[src/rtl/hazard_ctrl_if.sv]
// hazard_ctrl_if: bundle between decode/EX stage logic and the hazard controller.
//   master : pipeline side; drives ID/EX operand info and branch resolution,
//            consumes the enables, flush, bubble select and debug counters.
//   slave  : hazard_ctrl side.
interface hazard_ctrl_if #(
  parameter int REG_AW = 3
);
  logic [REG_AW-1:0] id_rs;
  logic [REG_AW-1:0] id_rt;
  logic              id_uses_rs;
  logic              id_uses_rt;
  logic              ex_mem_read;
  logic [REG_AW-1:0] ex_rd;
  logic              br_taken;
  logic              pc_write;
  logic              ifid_write;
  logic              ifid_flush;
  logic              ctrl_bubble_sel;
  logic [15:0]       stall_cnt;
  logic [15:0]       flush_cnt;

  modport master (
    output id_rs, id_rt, id_uses_rs, id_uses_rt, ex_mem_read, ex_rd, br_taken,
    input  pc_write, ifid_write, ifid_flush, ctrl_bubble_sel, stall_cnt, flush_cnt
  );

  modport slave (
    input  id_rs, id_rt, id_uses_rs, id_uses_rt, ex_mem_read, ex_rd, br_taken,
    output pc_write, ifid_write, ifid_flush, ctrl_bubble_sel, stall_cnt, flush_cnt
  );
endinterface

[src/rtl/hazard_ctrl.sv]
// hazard_ctrl: IF/ID/EX hazard controller.
//   Detects load-use hazards (one-cycle stall + bubble) and taken branches
//   (BR_FLUSH_CYCLES cycles of IF/ID flush + bubble). Keeps saturating
//   stall/flush event counters for performance debug.
// Ports:
//   clk   : rising-edge clock
//   rst_n : synchronous active-low reset; also forces the pipeline controls
//           to their safe values combinationally while low
//   hz    : hazard_ctrl_if.slave (ID/EX operand info, br_taken in;
//           pc_write, ifid_write, ifid_flush, ctrl_bubble_sel, counters out)
module hazard_ctrl #(
  parameter int REG_AW          = 3,
  parameter int BR_FLUSH_CYCLES = 2
) (
  input  logic         clk,
  input  logic         rst_n,
  hazard_ctrl_if.slave hz
);

  typedef enum logic {RUN, FLUSH} state_t;

  state_t      state_q, state_d;
  logic [3:0]  fcnt_q, fcnt_d;
  logic [15:0] stall_q, flush_q;
  logic        lu_hazard;
  logic        stall_ev;
  logic        pc_write, ifid_write, ifid_flush, bubble_sel;

  // Register 0 is hardwired zero, so a load targeting it can never be a hazard.
  assign lu_hazard = hz.ex_mem_read && (hz.ex_rd != '0) &&
                     ((hz.id_uses_rs && (hz.id_rs == hz.ex_rd)) ||
                      (hz.id_uses_rt && (hz.id_rt == hz.ex_rd)));

  always_comb begin
    state_d    = state_q;
    fcnt_d     = fcnt_q;
    pc_write   = 1'b1;
    ifid_write = 1'b1;
    ifid_flush = 1'b0;
    bubble_sel = 1'b0;
    stall_ev   = 1'b0;
    case (state_q)
      RUN: begin
        if (hz.br_taken) begin
          ifid_flush = 1'b1;
          bubble_sel = 1'b1;
          if (BR_FLUSH_CYCLES > 1) begin
            state_d = FLUSH;
            fcnt_d  = 4'(BR_FLUSH_CYCLES - 1);
          end
        end else if (lu_hazard) begin
          pc_write   = 1'b0;
          ifid_write = 1'b0;
          bubble_sel = 1'b1;
          stall_ev   = 1'b1;
        end
      end
      FLUSH: begin
        // Anything in ID/EX now is wrong-path, so br_taken/lu_hazard are ignored.
        ifid_flush = 1'b1;
        bubble_sel = 1'b1;
        fcnt_d     = fcnt_q - 4'd1;
        if (fcnt_q == 4'd1) begin
          state_d = RUN;
          fcnt_d  = 4'd0;
        end
      end
      default: state_d = RUN;
    endcase
    // Reset overrides everything: hold PC/IF-ID and keep NOPs flowing.
    if (!rst_n) begin
      pc_write   = 1'b0;
      ifid_write = 1'b0;
      ifid_flush = 1'b1;
      bubble_sel = 1'b1;
    end
  end

  always_ff @(posedge clk) begin
    if (!rst_n) begin
      state_q <= RUN;
      fcnt_q  <= 4'd0;
      stall_q <= 16'd0;
      flush_q <= 16'd0;
    end else begin
      state_q <= state_d;
      fcnt_q  <= fcnt_d;
      if (stall_ev && (stall_q != 16'hFFFF))
        stall_q <= stall_q + 16'd1;
      if (ifid_flush && (flush_q != 16'hFFFF))
        flush_q <= flush_q + 16'd1;
    end
  end

  assign hz.pc_write        = pc_write;
  assign hz.ifid_write      = ifid_write;
  assign hz.ifid_flush      = ifid_flush;
  assign hz.ctrl_bubble_sel = bubble_sel;
  assign hz.stall_cnt       = stall_q;
  assign hz.flush_cnt       = flush_q;

endmodule

[src/flat_wrapper.sv]
// flat-port wrapper written by rule: the top's interface ports become plain ports
module hazard_ctrl_flat 
#(
  parameter int REG_AW          = 3,
  parameter int BR_FLUSH_CYCLES = 2
)
  (clk, rst_n, hz_id_rs, hz_id_rt, hz_id_uses_rs, hz_id_uses_rt, hz_ex_mem_read, hz_ex_rd, hz_br_taken, hz_pc_write, hz_ifid_write, hz_ifid_flush, hz_ctrl_bubble_sel, hz_stall_cnt, hz_flush_cnt);
  hazard_ctrl_if #(.REG_AW(REG_AW)) hz_i ();
  input  logic clk;
  input  logic rst_n;
  input wire logic [$bits(hz_i.id_rs)-1:0] hz_id_rs;
  input wire logic [$bits(hz_i.id_rt)-1:0] hz_id_rt;
  input wire logic [$bits(hz_i.id_uses_rs)-1:0] hz_id_uses_rs;
  input wire logic [$bits(hz_i.id_uses_rt)-1:0] hz_id_uses_rt;
  input wire logic [$bits(hz_i.ex_mem_read)-1:0] hz_ex_mem_read;
  input wire logic [$bits(hz_i.ex_rd)-1:0] hz_ex_rd;
  input wire logic [$bits(hz_i.br_taken)-1:0] hz_br_taken;
  output wire logic [$bits(hz_i.pc_write)-1:0] hz_pc_write;
  output wire logic [$bits(hz_i.ifid_write)-1:0] hz_ifid_write;
  output wire logic [$bits(hz_i.ifid_flush)-1:0] hz_ifid_flush;
  output wire logic [$bits(hz_i.ctrl_bubble_sel)-1:0] hz_ctrl_bubble_sel;
  output wire logic [$bits(hz_i.stall_cnt)-1:0] hz_stall_cnt;
  output wire logic [$bits(hz_i.flush_cnt)-1:0] hz_flush_cnt;
  assign hz_i.id_rs = hz_id_rs;
  assign hz_i.id_rt = hz_id_rt;
  assign hz_i.id_uses_rs = hz_id_uses_rs;
  assign hz_i.id_uses_rt = hz_id_uses_rt;
  assign hz_i.ex_mem_read = hz_ex_mem_read;
  assign hz_i.ex_rd = hz_ex_rd;
  assign hz_i.br_taken = hz_br_taken;
  assign hz_pc_write = hz_i.pc_write;
  assign hz_ifid_write = hz_i.ifid_write;
  assign hz_ifid_flush = hz_i.ifid_flush;
  assign hz_ctrl_bubble_sel = hz_i.ctrl_bubble_sel;
  assign hz_stall_cnt = hz_i.stall_cnt;
  assign hz_flush_cnt = hz_i.flush_cnt;
  hazard_ctrl #(.REG_AW(REG_AW), .BR_FLUSH_CYCLES(BR_FLUSH_CYCLES)) u_core (.clk(clk), .rst_n(rst_n), .hz(hz_i));
endmodule
[config.mk]
export PLATFORM = sky130hd
export DESIGN_NAME = hazard_ctrl_flat
export DESIGN_NICKNAME = d
export VERILOG_FILES = /design/src/rtl/hazard_ctrl_if.sv /design/src/rtl/hazard_ctrl.sv /design/src/flat_wrapper.sv
export SDC_FILE = /design/constraint.sdc
export NUM_CORES = 1
export LEC_CHECK = 0
export CAP_MARGIN = 20
export CORE_MARGIN = 5
export CORE_UTILIZATION = 35
export DETAILED_ROUTE_END_ITERATION = 16
export PLACE_DENSITY = 0.67
export SLEW_MARGIN = 20
export SYNTH_ARGS = -nofsm -noshare
export SYNTH_HDL_FRONTEND = slang
export SYNTH_SLANG_ARGS = --single-unit
[constraint.sdc]
create_clock -name clk -period 1.7 [get_ports clk]
set_clock_uncertainty 0.05 [all_clocks]
set_input_delay 0.34 -clock clk [delete_from_list [all_inputs] [get_ports clk]]
set_output_delay 0.34 -clock clk [all_outputs]
set_load 0.01 [all_outputs]
==> results of run 1 <==
power by group through the flow:
stage	Sequential [mW]	Clock, mW	Combinational (mW)
after CTS	0.905	0.714	0.229
after detailed placement	0.924	0	0.232
after global placement	0.924	0	0.229
final	0.906	0.691	0.230
after floorplan	0.924	0	0.119
after global routing	0.909	0.748	0.258
registers in the layout, summed over array words and instances (netlist names):
register	flops
u_core.state_q	1
u_core.fcnt_q	4
u_core.hz.stall_cnt	16
u_core.hz.flush_cnt	16
final timing paths:
| path | start | to | slack (ns) | cells past startpoint |
|---|---|---|---|---|
| min | u_core.fcnt_q[3]$_SDFFE_PN0P_ | u_core.fcnt_q[3]$_SDFFE_PN0P_ | 0.44 | 2 |
| max | u_core.hz.stall_cnt[1]$_SDFFE_PN0P_ | u_core.hz.stall_cnt[8]$_SDFFE_PN0P_ | -0.06 | 7 |
| max reg2reg | u_core.hz.stall_cnt[1]$_SDFFE_PN0P_ | u_core.hz.stall_cnt[8]$_SDFFE_PN0P_ | -0.06 | 7 |
| min reg2reg | u_core.fcnt_q[3]$_SDFFE_PN0P_ | u_core.fcnt_q[3]$_SDFFE_PN0P_ | 0.44 | 2 |
routing by layer:
metal  up-vias  part of all wire  GRT usage
li1       1044                 -          -
met1       958              0.44     0.1766
met2        50              0.50     0.2641
met3         4             0.048    0.03786
met4         0            0.0079    0.05468
met5         -                 0          0
what timing repair did:
item	CTS	global route
gates resized for setup	64	43
setup endpoints to repair	34	36
gates cloned	1	1
setup buffers	9	0
pin swaps	29	13
cell usage after synthesis (2+ instances only):
cell type	n	share of area
ha_1	4	0.025
dfxtp_1	37	0.37
xnor2_1	14	0.062
o41ai_1	2	0.0088
o31ai_1	11	0.042
nor3_1	3	0.0076
nand2_1	11	0.021
nand2b_1	4	0.013
nand3_1	14	0.035
or4_1	10	0.038
clkbuf_1	4	0.0076
nor2_1	23	0.044
inv_1	7	0.013
nor4_1	3	0.0095
nor4b_1	2	0.0088
and2_1	5	0.016
buf_2	3	0.0076
nand4_1	6	0.019
and3_1	4	0.013
xor2_1	5	0.022
a21oi_1	17	0.043
buf_4	2	0.0076
o2111ai_1	2	0.0088
mux2i_1	3	0.015
or3_1	3	0.0095
and4_1	5	0.022
o21ai_0	8	0.020
critical path, delay by kind of cell, from the launching register on:
| family | cells | cell delay, ns |
|---|---|---|
| simple gates | 4 | 0.88 |
| flops | 1 | 0.35 |
| fa+ha+maj | 1 | 0.15 |
| buf+inv | 1 | 0.15 |
| compound gates | 1 | 0.12 |
final cells by class:
cell class,instances,share of cell area
multi-input cells,179,0.4185
flip-flops and latches,37,0.2431
inverters,7,0.008451
clock inverters,1,0.001610
repair buffers,97,0.2684
well taps,72,0.02897
clock buffers,7,0.03099
logic make-up after synthesis:
| logic type | count (synthesis) | share of synthesized area |
|---|---|---|
| compound gates | 49 | 0.1622 |
| flops | 37 | 0.3735 |
| simple gates | 102 | 0.2984 |
| buf+inv | 17 | 0.04164 |
| mux | 3 | 0.01514 |
| xor+xnor | 19 | 0.08391 |
| fa+ha+maj | 4 | 0.02524 |
stage by stage:
step | cell area, um^2 | cells | setup WS (ns) | hold slack [ns]
after CTS | 3029 | 399 | -0.03444 | 0.4461
after floorplan | 2039 | 231 | -0.05049 | 0.4142
after global placement | 2878 | 384 | -0.7658 | 0.4273
after global routing | 3109 | 400 | -0.1102 | 0.4722
final | 3109 | 400 | -0.06053 | 0.4406
after detailed placement | 2878 | 384 | -0.8169 | 0.4361
==> flow_summary.yaml, run 1 <==
yosys:
  syn_area_per_cell_um2: 8.585
  synth-seq-cells: 37
  syn-instance-count: 231
  syn_area_um2: 1983
  synthFlopType: "dfxtp_1"
  yosysSeqAreaShare: 0.3735
  synth_async_sr_flop_share: 0
  ys_types: 46
  yosysWarnings: 0
  syn_nets: 250
  synth-edff-count: 0
finish:
  final_core_util: 0.5646
  register_area_um2: 755.7
  final_cell_mix: "buf_4 (46), dfxtp_1 (27), nor2_1 (21)"
  multi_input_area_um2: 1301
  nets: 346
  final_common_cell: "buf_4"
  n_antenna_cell: 0
  layout-drive-gt1-share: 0.3293
  area_delta_synth_final_pct: 56.78
  fill_cells: 507
power_and_ir_drop:
  pwr-share-clk: 0.378
  p_int_mw: 1.371
  seqPwrFrac: 0.496
  p_leak_nw: 1.332
  pwr-share-comb: 0.126
  p_sw_uw: 455.5
  finalPower_mw: 1.827
  p_per_area_nw_per_um2: 587.5
  ir_drop_mv: 0.4607
  swShare: 0.2494
floorplan:
  core_um2: 5507
  die-area_um2: 7272
  chipWidth_um: 85.28
  start_util: 0.3601
  num_io_pins: 51
  die_h_um: 85.28
  rows: 27
run_status:
  violations: "setup timing"
  status: "finished with violations"
global_routing:
  grt_usage: 0.1508
  grt_max_degree: 27
  grt_first_pass_wirelength_mm: 9.004
  grt_pass1_vias: 2002
  antenna_found_initial: 0
  grt_overflow: 0
sta:
  fmax_mhz: 568.0
  maxSlewViolCount: 0
  worst_slack_ns: -0.06053
  rsz0062_at_grt: "yes"
  hold_viol: 0
  worst_pin_slew_ns: 0.3728
  min_period_over_period: 1.036
  tns_ns: -0.1892
  finalSetupViolCount: 6
  slew-limit-headroom: 0.7492
  period_needed_ns: 1.761
placed_design:
  place.gp.congestion: 0.7808
  detailed_place_hpwl_mm: 3.895
  port_buffers: 50
setup_path:
  critPathSlowestCell: "or4_1"
  cp.arrival_ns: 1.95
  path_cells: "ha_4 > and3_4 > nand4b_1 > buf_6 > nor2_2 > or4_1 > a21oi_2"
  slowest_delay_ns: 0.50
  endpoint_kind: "flip-flop"
  critPathMaxFanout: 5
  start_kind: "flip-flop"
  cp.required_ns: 1.89
  critPathKind: "flip-flop to flip-flop"
min_path:
  hp-class: "flip-flop to flip-flop"
clock_network:
  cts_tree: "done"
  postCtsHoldBufs: 0
  insertion_delay_ns: 0.29
  cts.clk_slew.worst_paths_ns: 0.08
  clk_path_buf_depth: 2
  htree_levels: 2
  cts_made_buffers: 5
  cts-root-buf: "clkbuf_8"
  clkSinkCount: 37
drt:
  wire_per_inst_um: 13.67
  ant_nets: 0
  drc: 0
  viasPerCell: 5.140
  drt_iter0_drc: 97
  dr.pass1.iters: 4
  wl_mm: 5.469
  vias: 2056
flow_run:
  drv_cap: 0
(Power assumes the default switching activity.)
==> run 2, diff against run 1 <==
Clock period 1.7 ns to 1.49 ns, I/O delays scaled along.
==> run 2 against run 1 <==
The flow still finishes with violations (setup timing). Register-to-register slack got worse by 0.26 ns. Power increased by 22%. Sequential share of layout area decreased by 2.8 points. First-iteration DRC count decreased by 49%. Utilization increased by 9.2 points. Critical path depth unchanged. Worst hold slack improved by 0.0082 ns. Largest power group unchanged. Global-route usage increased by 1.7 points. Final area increased by 16%.
==> flow_summary.yaml, run 2 (same netlist as run 1, synthesis figures left out) <==
run_status:
  status: "finished with violations"
  violations: "setup timing"
power_and_ir_drop:
  p_leak_nw: 1.480
  pwr-share-comb: 0.140
  p_sw_uw: 559.6
  pwr-share-clk: 0.397
  seqPwrFrac: 0.463
  p_per_area_nw_per_um2: 616.2
  p_int_mw: 1.669
  ir_drop_mv: 0.6525
  swShare: 0.2511
  finalPower_mw: 2.229
setup_path:
  path_cells: "ha_4 > and3_4 > nand4b_1 > buf_6 > buf_4 > or4_4 > a21oi_2"
  cp_top_family: "simple AND/OR/NAND/NOR gates"
  start_kind: "flip-flop"
  slowest_delay_ns: 0.43
  endpoint_kind: "flip-flop"
  cp.arrival_ns: 1.99
  critPathSlowestCell: "or4_4"
  critPathMaxFanout: 4
  rr_worst_depth: 7
  cp.required_ns: 1.68
  path_buf_inv: 2
  timing.rr.start: "u_core.hz.stall_cnt[1]$_SDFFE_PN0P_"
  reg2reg_to: "u_core.hz.stall_cnt[14]$_SDFFE_PN0P_"
  critPathKind: "flip-flop to flip-flop"
  path_depth: 7
  r2r_setup_slack_ns: -0.32
sta:
  period_needed_ns: 1.806
  hold_viol: 0
  maxSlewViolCount: 0
  slew-limit-headroom: 0.6965
  min_period_over_period: 1.212
  finalSetupViolCount: 22
  worst_slack_ns: -0.3164
  worst_pin_slew_ns: 0.4494
  hold_ws_ns: 0.4488
  fmax_mhz: 553.6
  rsz0062_at_grt: "yes"
drt:
  viasPerCell: 5.349
  wl_mm: 6.680
  drt_iter0_drc: 49
  wire_per_inst_um: 15.64
  drc: 0
  dr.pass1.iters: 4
  ant_nets: 0
  vias: 2284
clock_network:
  insertion_delay_ns: 0.30
  cts.clk_slew.worst_paths_ns: 0.08
  htree_levels: 2
  postCtsHoldBufs: 0
  cts-root-buf: "clkbuf_8"
  clkSinkCount: 37
  cts_made_buffers: 5
  cts_tree: "done"
  clk_path_buf_depth: 2
finish:
  area_delta_synth_final_pct: 82.40
  layout-drive-gt1-share: 0.5014
  multi_input_area_um2: 1559
  nets: 373
  n_antenna_cell: 0
  fin_area_um2: 3617
  fill_cells: 434
  register_area_um2: 779.5
  final_cell_mix: "buf_4 (62), dlygate4sd2_1 (35), nor2_1 (20)"
  final_common_cell: "buf_4"
floorplan:
  rows: 27
  core_um2: 5507
  die-area_um2: 7272
  num_io_pins: 51
  chipWidth_um: 85.28
  start_util: 0.3601
  die_h_um: 85.28
min_path:
  whs_path_depth: 2
  hp-start: "u_core.fcnt_q[3]$_SDFFE_PN0P_"
  hp-class: "flip-flop to flip-flop"
  hold_path_end: "u_core.fcnt_q[3]$_SDFFE_PN0P_"
placed_design:
  detailed_place_hpwl_mm: 4.158
  port_buffers: 50
  place.gp.congestion: 0.8189
  place_area_um2: 3080
global_routing:
  grt_overflow: 0
  grt_first_pass_wirelength_mm: 10.03
  grt_usage: 0.1680
  grt_pass1_vias: 2229
  grt_max_degree: 14
  antenna_found_initial: 0
flow_run:
  drv_cap: 0
-- run 2: cell count changes in the layout (fill, tap and decap cells not counted), sizes merged --
cell	delta
buf	+33
dlygate4sd2	+25
clkdlybuf4s50	-17
dlymetal6s2s	-10
clkbuf	-6
bufinv	+1
clkdlybuf4s15	+1
-- run 2: worst reg2reg max path, delay by kind of cell, from the launching register on --
family | cells | cell delay (ns)
flip-flops | 1 | 0.36
buffers and inverters | 2 | 0.29
adder cells (fa/ha/maj) | 1 | 0.13
AO/OA/AOI/OAI | 1 | 0.16
AND/OR/NAND/NOR | 3 | 0.75
-- run 2: area by class of cell --
cell class	instances	share of cell area
Sequential cell	37	0.2155
Multi-Input combinational cell	179	0.4310
Clock buffer	6	0.02006
Timing Repair Buffer	124	0.2916
Clock inverter	2	0.009685
Inverter	7	0.007264
Tap cell	72	0.02490
-- run 2: how the worst max path moves through the flow --
stage                                              from                                    to  slack (ns)
global route        u_core.hz.stall_cnt[1]$_SDFFE_PN0P_  u_core.hz.stall_cnt[14]$_SDFFE_PN0P_       -0.34
detailed placement                          hz_ex_rd[0]                           hz_pc_write       -0.91
CTS                 u_core.hz.stall_cnt[1]$_SDFFE_PN0P_   u_core.hz.stall_cnt[2]$_SDFFE_PN0P_       -0.24
global placement                            hz_ex_rd[0]                         hz_ifid_write       -0.90
finish              u_core.hz.stall_cnt[1]$_SDFFE_PN0P_  u_core.hz.stall_cnt[14]$_SDFFE_PN0P_       -0.32
floorplan                                   hz_ex_rd[0]                           hz_pc_write       -0.18
-- run 2: power by group through the flow --
stage	clock network, mW	registers, mW	logic, mW
2_1_floorplan	0	1.05	0.142
3_3_place_gp	0	1.05	0.283
3_5_place_dp	0	1.05	0.288
4_1_cts	0.890	1.03	0.291
5_1_grt	0.927	1.04	0.344
6_report	0.884	1.03	0.312
-- run 2: through the flow --
stage / worst slack (ns) / TNS (ns) / utilization / instances
2_1_floorplan: -0.1763 / -1.665 / - / 231
3_3_place_gp: -0.9027 / -23.27 / 0.5594 / 402
3_5_place_dp: -0.9112 / -23.91 / 0.5594 / 402
4_1_cts: -0.2442 / -3.433 / 0.5937 / 416
5_1_grt: -0.3384 / -5.251 / 0.6569 / 427
6_report: -0.3164 / -3.838 / 0.6569 / 427
-- run 2: metal layers --
metal / vias to the layer above / share of wire / wire [um] / track usage
met5: - / 0 / 0 / 0
met4: 0 / 0.021 / 140 / 0.06475
met3: 16 / 0.037 / 248 / 0.03495
met2: 55 / 0.55 / 3700 / 0.3185
met1: 1104 / 0.39 / 2590 / 0.1796
li1: 1109 / - / - / -
-- run 2: what timing repair did --
action,CTS,global route
pin swaps,14,19
buffers inserted,5,12
hold endpoints to repair,0,0
cloned,2,1
resized for setup,124,67
endpoints found under the setup margin,67,34
==> run 3, diff against run 2 <==
Settings changed: PLACE_DENSITY 0.67 to 0.65.
Clock period 1.49 ns to 1.76 ns, I/O delays scaled along.
==> run 3 against run 2 <==
The flow now finishes without violations. Die area is the same. Register-to-register slack gained 0.33 ns. Count of clock-buffer cells in the layout grew 1. Clock power shrank 31%. Cell count shrank 8.2%. Global-route usage shrank 2.0 points. Fmax grew 3.5%. Final area shrank 17%. Worst hold slack lost 0.0033 ns. Critical path type unchanged. Critical endpoint is now u_core.hz.stall_cnt[9]$_SDFFE_PN0P_.
==> flow_summary.yaml, run 3 (same netlist as run 1, synthesis figures left out) <==
global_routing:
  grt_pass1_vias: 2008
  grt_usage: 0.1479
  grt_max_degree: 26
  top_usage_layer: "met2"
  antenna_found_initial: 0
  grtUsageMet1: 0.1816
  grt_util_met2: 0.2472
  grt_first_pass_wirelength_mm: 8.901
  grt_overflow: 0
  grtUsageMet3: 0.04369
finish:
  final_cell_mix: "buf_4 (40), clkdlybuf4s50_1 (32), dfxtp_1 (29)"
  layout-drive-gt1-share: 0.2750
  area_delta_synth_final_pct: 50.85
  n_antenna_cell: 0
  final_common_cell: "buf_4"
  nets: 339
  fin_cells: 392
  final_core_util: 0.5433
min_path:
  hp-class: "flip-flop to flip-flop"
sta:
  finalSetupViolCount: 0
  maxSlewViolCount: 0
  rsz0062_at_grt: "yes"
  worst_pin_slew_ns: 0.3537
  hold_viol: 0
  min_period_over_period: 0.9921
  fmax_mhz: 572.7
  tns_ns: 0
  slew-limit-headroom: 0.7611
  hold_ws_ns: 0.4455
  period_needed_ns: 1.746
setup_path:
  endpoint_kind: "flip-flop"
  cp_top_family: "simple AND/OR/NAND/NOR gates"
  slowest_delay_ns: 0.47
  path_cells: "ha_4 > and3_4 > nand4b_1 > nor2_2 > buf_12 > or4_1 > a21oi_1"
  critPathMaxFanout: 21
  cp.arrival_ns: 1.92
  critPathSlowestCell: "or4_1"
  cp.required_ns: 1.93
  path_buf_inv: 1
  start_kind: "flip-flop"
  critPathKind: "flip-flop to flip-flop"
power_and_ir_drop:
  seqPwrFrac: 0.514
  swShare: 0.2472
  ir_drop_mv: 0.4167
  pwr-share-clk: 0.358
  p_sw_uw: 421.5
  p_int_mw: 1.283
  p_per_area_nw_per_um2: 569.9
  p_leak_nw: 1.078
  pwr-share-comb: 0.128
floorplan:
  die-area_um2: 7272
  num_io_pins: 51
  rows: 27
  chipWidth_um: 85.28
  core_um2: 5507
  die_h_um: 85.28
  start_util: 0.3601
clock_network:
  insertion_delay_ns: 0.29
  clk_path_buf_depth: 2
  postCtsHoldBufs: 0
  clkSinkCount: 37
  htree_levels: 2
  cts.clk_slew.worst_paths_ns: 0.08
  cts_made_buffers: 5
  cts-root-buf: "clkbuf_8"
  cts_tree: "done"
placed_design:
  place.gp.congestion: 0.8226
  post-place-cells: 380
  port_buffers: 50
  detailed_place_hpwl_mm: 3.886
drt:
  drt_iter0_drc: 70
  drc: 0
  wl_mm: 5.263
  dr.pass1.iters: 4
  vias: 2021
  viasPerCell: 5.156
  ant_nets: 0
  wire_per_inst_um: 13.43
flow_run:
  drv_cap: 0
run_status:
  status: "finished, final reports clean"
==> run 3: worst min-delay path: stages (launching register included) <==
cell,delay (ns)
dfxtp_1,0.33
o31ai_1,0.07
a21oi_1,0.05
==> run 3: final cells by class <==
cell class / count / area [um^2]
inverters: 7 / 26.28
multi-input cells: 177 / 1255
flip-flops and latches: 37 / 750.7
fillers: 525 / 2515
well taps: 72 / 90.09
repair buffers: 92 / 783.3
clock buffers: 7 / 86.33
==> run 3: path summary, 6_finish.rpt <==
check                           slack [ns]  depth (start not counted)                              endpoint                            startpoint
worst max-delay path                  0.01                          7   u_core.hz.stall_cnt[9]$_SDFFE_PN0P_   u_core.hz.stall_cnt[0]$_SDFFE_PN0P_
worst min-delay path                  0.45                          2  u_core.hz.stall_cnt[10]$_SDFFE_PN0P_  u_core.hz.stall_cnt[10]$_SDFFE_PN0P_
worst max register to register        0.01                          7   u_core.hz.stall_cnt[9]$_SDFFE_PN0P_   u_core.hz.stall_cnt[0]$_SDFFE_PN0P_
worst min register to register        0.45                          2  u_core.hz.stall_cnt[10]$_SDFFE_PN0P_  u_core.hz.stall_cnt[10]$_SDFFE_PN0P_
==> run 3: timing repair <==
item,CTS,global route
endpoints found under the setup margin,25,23
gates resized for setup,51,21
buffers inserted,3,2
pin swaps,12,15
==> run 3: routing by layer <==
| metal | share of wire | wire length [um] |
|---|---|---|
| met1 | 0.47 | 2448 |
| met4 | 0.013 | 69 |
| met5 | 0 | 0 |
| met3 | 0.037 | 194 |
| met2 | 0.48 | 2550 |
==> run 3: power by group through the flow <==
stage          Clock [mW]  Combinational (mW)  Sequential, mW
6_report            0.610               0.219           0.876
5_1_grt             0.659               0.244           0.879
4_1_cts             0.626               0.222           0.875
3_5_place_dp            0               0.224           0.894
3_3_place_gp            0               0.222           0.894
2_1_floorplan           0               0.115           0.894
==> run 3: stage by stage <==
step	instance area (um^2)	power, mW	worst slack (ns)
finish	2992	1.705	0.01397
global route	2992	1.782	-0.06740
CTS	2944	1.723	0.001293
detailed placement	2830	1.119	-0.7663
global placement	2830	1.116	-0.7432
floorplan	2016	1.009	-0.01449
